## config.mk

```make
export PLATFORM = sky130hd
export DESIGN_NAME = mem_cfg_arbiter
export DESIGN_NICKNAME = d
export VERILOG_FILES = /design/src/rtl/mem_cfg_arbiter.sv
export SDC_FILE = /design/constraint.sdc
export NUM_CORES = 1
export LEC_CHECK = 0
export CAP_MARGIN = 20
export CORE_ASPECT_RATIO = 1.75
export CORE_MARGIN = 1.5
export CORE_UTILIZATION = 30
export CTS_CLUSTER_SIZE = 16
export DETAILED_ROUTE_END_ITERATION = 16
export SKIP_CTS_REPAIR_TIMING = 1
export SYNTH_ARGS = -nofsm -noshare
export SYNTH_HDL_FRONTEND = slang
export SYNTH_SLANG_ARGS = --single-unit
```

## constraint.sdc

```tcl
create_clock -name clk -period 2.6 [get_ports clk]
set_clock_uncertainty 0.1 [all_clocks]
set_input_delay 0.26 -clock clk [delete_from_list [all_inputs] [get_ports clk]]
set_output_delay 0.26 -clock clk [all_outputs]
set_load 0.01 [all_outputs]
```

## src/rtl/mem_cfg_arbiter.sv

```systemverilog
// Round-robin arbiter that shares the single mem/config bus among NUM_REQ requesters.
// It accepts one request at a time, drives one bus transaction per request and returns a one-hot completion pulse.
module mem_cfg_arbiter #(
    parameter int NUM_REQ = 4,
    parameter int RD_LAT  = 2
) (
    input  logic                   clk,
    input  logic                   reset,
    input  logic [NUM_REQ-1:0]     req_valid,
    input  logic [NUM_REQ-1:0]     req_write,
    input  logic [2*NUM_REQ-1:0]   req_addr,
    input  logic [8*NUM_REQ-1:0]   req_data,
    output logic [NUM_REQ-1:0]     req_ready,
    output logic [NUM_REQ-1:0]     rsp_valid,
    output logic [7:0]             rsp_data,
    output logic                   mem_enable,
    output logic                   mem_write,
    output logic [1:0]             mem_address,
    output logic [7:0]             mem_data,
    input  logic [7:0]             mem_rdata,
    output logic                   busy
);
    localparam int GW = (NUM_REQ > 1) ? $clog2(NUM_REQ) : 1;

    localparam logic [1:0] IDLE    = 2'd0;
    localparam logic [1:0] ISSUE   = 2'd1;
    localparam logic [1:0] WAIT_RD = 2'd2;
    localparam logic [1:0] RESP    = 2'd3;

    logic [1:0]    state;
    logic [GW-1:0] rr_ptr;
    logic [GW-1:0] gsel;
    logic          cap_write;
    logic [2:0]    cnt;
    logic          gnt_vld;
    logic [GW-1:0] gnt_idx;

    function automatic logic [NUM_REQ-1:0] onehot(input logic [GW-1:0] i);
        return NUM_REQ'(1) << i;
    endfunction

    // First valid requester at or after rr_ptr, wrapping modulo NUM_REQ.
    always_comb begin
        int idx;
        idx     = 0;
        gnt_vld = 1'b0;
        gnt_idx = '0;
        for (int k = 0; k < NUM_REQ; k++) begin
            idx = int'(rr_ptr) + k;
            if (idx >= NUM_REQ) idx = idx - NUM_REQ;
            if (!gnt_vld && req_valid[idx]) begin
                gnt_vld = 1'b1;
                gnt_idx = GW'(idx);
            end
        end
    end

    assign req_ready = (state == IDLE && gnt_vld && !reset) ? onehot(gnt_idx) : '0;
    assign busy      = (state != IDLE);

    // Bus fields are registered on the handshake edge, so later payload changes cannot leak in.
    always_ff @(posedge clk) begin
        if (reset) begin
            state       <= IDLE;
            rr_ptr      <= '0;
            gsel        <= '0;
            cap_write   <= 1'b0;
            cnt         <= '0;
            mem_enable  <= 1'b0;
            mem_write   <= 1'b0;
            mem_address <= '0;
            mem_data    <= '0;
            rsp_valid   <= '0;
            rsp_data    <= '0;
        end else begin
            mem_enable  <= 1'b0;
            mem_write   <= 1'b0;
            mem_address <= '0;
            mem_data    <= '0;
            rsp_valid   <= '0;
            case (state)
                IDLE: begin
                    if (gnt_vld) begin
                        gsel        <= gnt_idx;
                        cap_write   <= req_write[gnt_idx];
                        rr_ptr      <= (int'(gnt_idx) == NUM_REQ - 1) ? '0 : gnt_idx + 1'b1;
                        mem_enable  <= 1'b1;
                        mem_write   <= req_write[gnt_idx];
                        mem_address <= req_addr[2*int'(gnt_idx) +: 2];
                        mem_data    <= req_data[8*int'(gnt_idx) +: 8];
                        state       <= ISSUE;
                    end
                end
                ISSUE: begin
                    if (cap_write) begin
                        rsp_valid <= onehot(gsel);
                        rsp_data  <= '0;
                        state     <= RESP;
                    end else begin
                        cnt   <= 3'(RD_LAT);
                        state <= WAIT_RD;
                    end
                end
                WAIT_RD: begin
                    cnt <= cnt - 3'd1;
                    // cnt==1 marks the cycle RD_LAT after the enable cycle.
                    if (cnt == 3'd1) begin
                        rsp_data  <= mem_rdata;
                        rsp_valid <= onehot(gsel);
                        state     <= RESP;
                    end
                end
                default: begin
                    rsp_data <= '0;
                    state    <= IDLE;
                end
            endcase
        end
    end
endmodule

```

==> results.md <==
* TritonCTS clock tree: built
* CP bufs+invs at 2
* Total clock buffers created by CTS at 5
* Cell Area, Placed at 2773 um^2
* Share of cells above drive strength 1 at 11.33%
* Synth top area cells: dfxtp_1, nand3_1, mux2i_1
* Num rows at 36
* Req. time, crit path at 2.24 ns
* Reg-to-reg slack, setup at 0.49 ns
* Total wire length at 5.255 mm
* Vias in the first global route at 1930
* Relative slew slack at 73.56%
* Max Clk Rate at 395.0 MHz
* Syn Area/Cell at 8.258 um^2
* Max cap viols at 0
* Mapped Nets at 274
* Vias per std cell at 4.839
* Fin area at 2925 um^2
* Global route overflow at 0
* CP arrival at 2.17 ns
* Most common flop cell mapped by yosys: dfxtp_1
* Synth warnings at 0
* Final worst-path cycle share at 97.36%
* Top Ports at 87
* Height of the die at 103.6 um
* Core area at 5585 um^2
* Synth Register Bits at 34
* RSZ-0062 raised after global routing: no
* Area Overhead vs Synth at 68.69%
* Final Util at 52.37%
* Critical Path Start Type: primary input
* Crit-path cells: clkdlybuf4s50_1 > nor2b_1 > o21ba_1 > nor3_2 > nor3_2 > clkdlybuf4s50_1
* Post-synth EDFFs at 0
* Diodes inserted at 0
* Async SR Flop Fraction at 0%
* Routed Antenna Nets at 0
* Largest net degree at the start of global routing at 21
* Max-slew violations at 0
* Register area share after synthesis at 39.25%
* Finished Layout Cells at 385
* Max stage delay on crit path at 0.59 ns
* Detailed placement HPWL at 4.178 mm
* First-pass GRT wire length at 8.424 mm
* Crit path time final at 2.531 ns
* Placed cells at 377
* Clock Sink Count at 34
* Highest-delay cell along the critical path: clkdlybuf4s50_1
* Area leader, netlist: dfxtp_1
* Max FO, Critical Path at 4
* # DRC at 0
* Chip width at 60.48 um
* Fill count at 569
* Worst skew pair latency at 0.29 ns
* IO buf count at 86
* Crit end category: primary output
* Worst path top cell family by delay: buffers and inverters
* Starting DRT DRC Count at 42
* Hold Path Class: register to register
* Final Hold Viols at 0
* PnR Total Power at 0.002563 W
* DIE AREA at 6264 um^2
* Post-Syn Area at 1734 um^2
* Storage cell area at 680.7 um^2
* Vias post-DR at 1863
* Multi-input combinational cell area at 982.2 um^2
* Drt wl/cell at 13.65 um
* Cell with the most instances after synthesis: dfxtp_1
* Gate Count Post-Synth at 210
* All-layer global routing usage at 17.63%
* Synth cell types at 38
* P_leak at 1.189 nW
* Synth cell count leaders: dfxtp_1, nand3_1, nand2_1
* Clk buf depth at 2
* Root buffer cell: clkbuf_8
* Peak VDD IR at 0.4612 mV
* # setup viols final at 0
* Routability cong. at 0.8690
* Drt first pass iters at 4
* Top-area cell type share of the netlist area at 39.25%
* PwrDens at 876.3 nW/um^2
* Pin slew with the least headroom to its limit at 0.3952 ns
* Final nets at 372
* H-tree levels at 2
* Worst-path clk slew at 0.07 ns
* Status: completed
* Starting Density at 31.05%
* Type of the worst setup path: primary input to primary output
* Initial antenna violation count at 0
[worst paths after layout]
| kind | from | to | cells past startpoint |
|---|---|---|---|
| worst min-delay path | rsp_data[2]$_SDFFE_PP0P_ | rsp_data[2]$_SDFFE_PP0P_ | 2 |
| worst min register to register | rsp_data[2]$_SDFFE_PP0P_ | rsp_data[2]$_SDFFE_PP0P_ | 2 |
| worst max register to register | state[0]$_SDFFE_PP0P_ | cap_write$_SDFFE_PP0P_ | 9 |
| worst max-delay path | req_valid[0] | req_ready[0] | 6 |
[where the power goes]
group          total [W]  internal [W]  switching [W]
clock           0.000583      0.000384       0.000198
combinational    0.00125      0.000624       0.000625
sequential      0.000732      0.000657      0.0000754
[sequential cells by signal, summed over array words and instances, names as in the netlist]
register	cells
cap_write	1
cnt	3
gsel	2
mem_address	2
mem_data	8
mem_enable	1
mem_write	1
rr_ptr	2
rsp_data	8
rsp_valid	4
state	2
[placed cells by master, fill, tap and decap left out, types with 2 or more instances in the layout]
master and count:
clkdlybuf4s50_1 83, dfxtp_1 34, nand3_1 21, buf_4 18, nand2_1 17, a21oi_1 16, a211oi_1 13, nor2_1 12
o21ai_0 12, and3_1 12, mux2i_1 10, inv_1 6, nor2b_1 5, nor3_1 5, ha_1 5, clkbuf_8 5
a211o_1 3, dlymetal6s2s_1 3, nor3_2 2, nand2b_1 2, a32oi_1 2, nor3b_1 2, bufinv_16 2
[cell families (layout without fill, tap and decap cells)]
| kind of cell | after synthesis | count (layout) | synth area share [%] |
|---|---|---|---|
| simple gates | 83 | 83 | 24.46 |
| mux | 10 | 10 | 5.772 |
| buf+inv | 20 | 119 | 4.545 |
| xor+xnor | 1 | 1 | 0.5051 |
| fa+ha+maj | 6 | 6 | 4.329 |
| compound gates | 56 | 56 | 21.14 |
| flops | 34 | 34 | 39.25 |
[area by class of cell]
type,count,area share (%)
repair buffers,104,34.30
well taps,76,3.251
flip-flops and latches,34,23.27
inverters,7,0.8982
clock inverters,3,2.352
multi-input cells,156,33.58
clock buffers,5,2.352
[metal layers]
layer  global-route usage [%]  up-vias  part of all wire [%]
met4                    6.522        0                   2.9
met2                    31.60       84                    53
met5                        0        -                     0
met1                    17.73      817                    36
li1                         -      952                     -
met3                    6.242       10                   8.8
[stage by stage]
step           setup WS (ns)  hold slack, ns  setup TNS [ns]
2_1_floorplan         0.6184          0.3275               0
3_3_place_gp         0.01143          0.3389               0
3_5_place_dp        -0.02579          0.3443        -0.02579
4_1_cts             -0.02909          0.3542        -0.02909
5_1_grt            0.0003491          0.3745               0
6_report             0.06863          0.3476               0
[worst min-delay path, cell delays in order (launching register included)]
cell     delay [ns]
dfxtp_1        0.31
nand2_1        0.05
a21oi_1        0.05
Note: power is estimated with default switching activity, not from simulation.
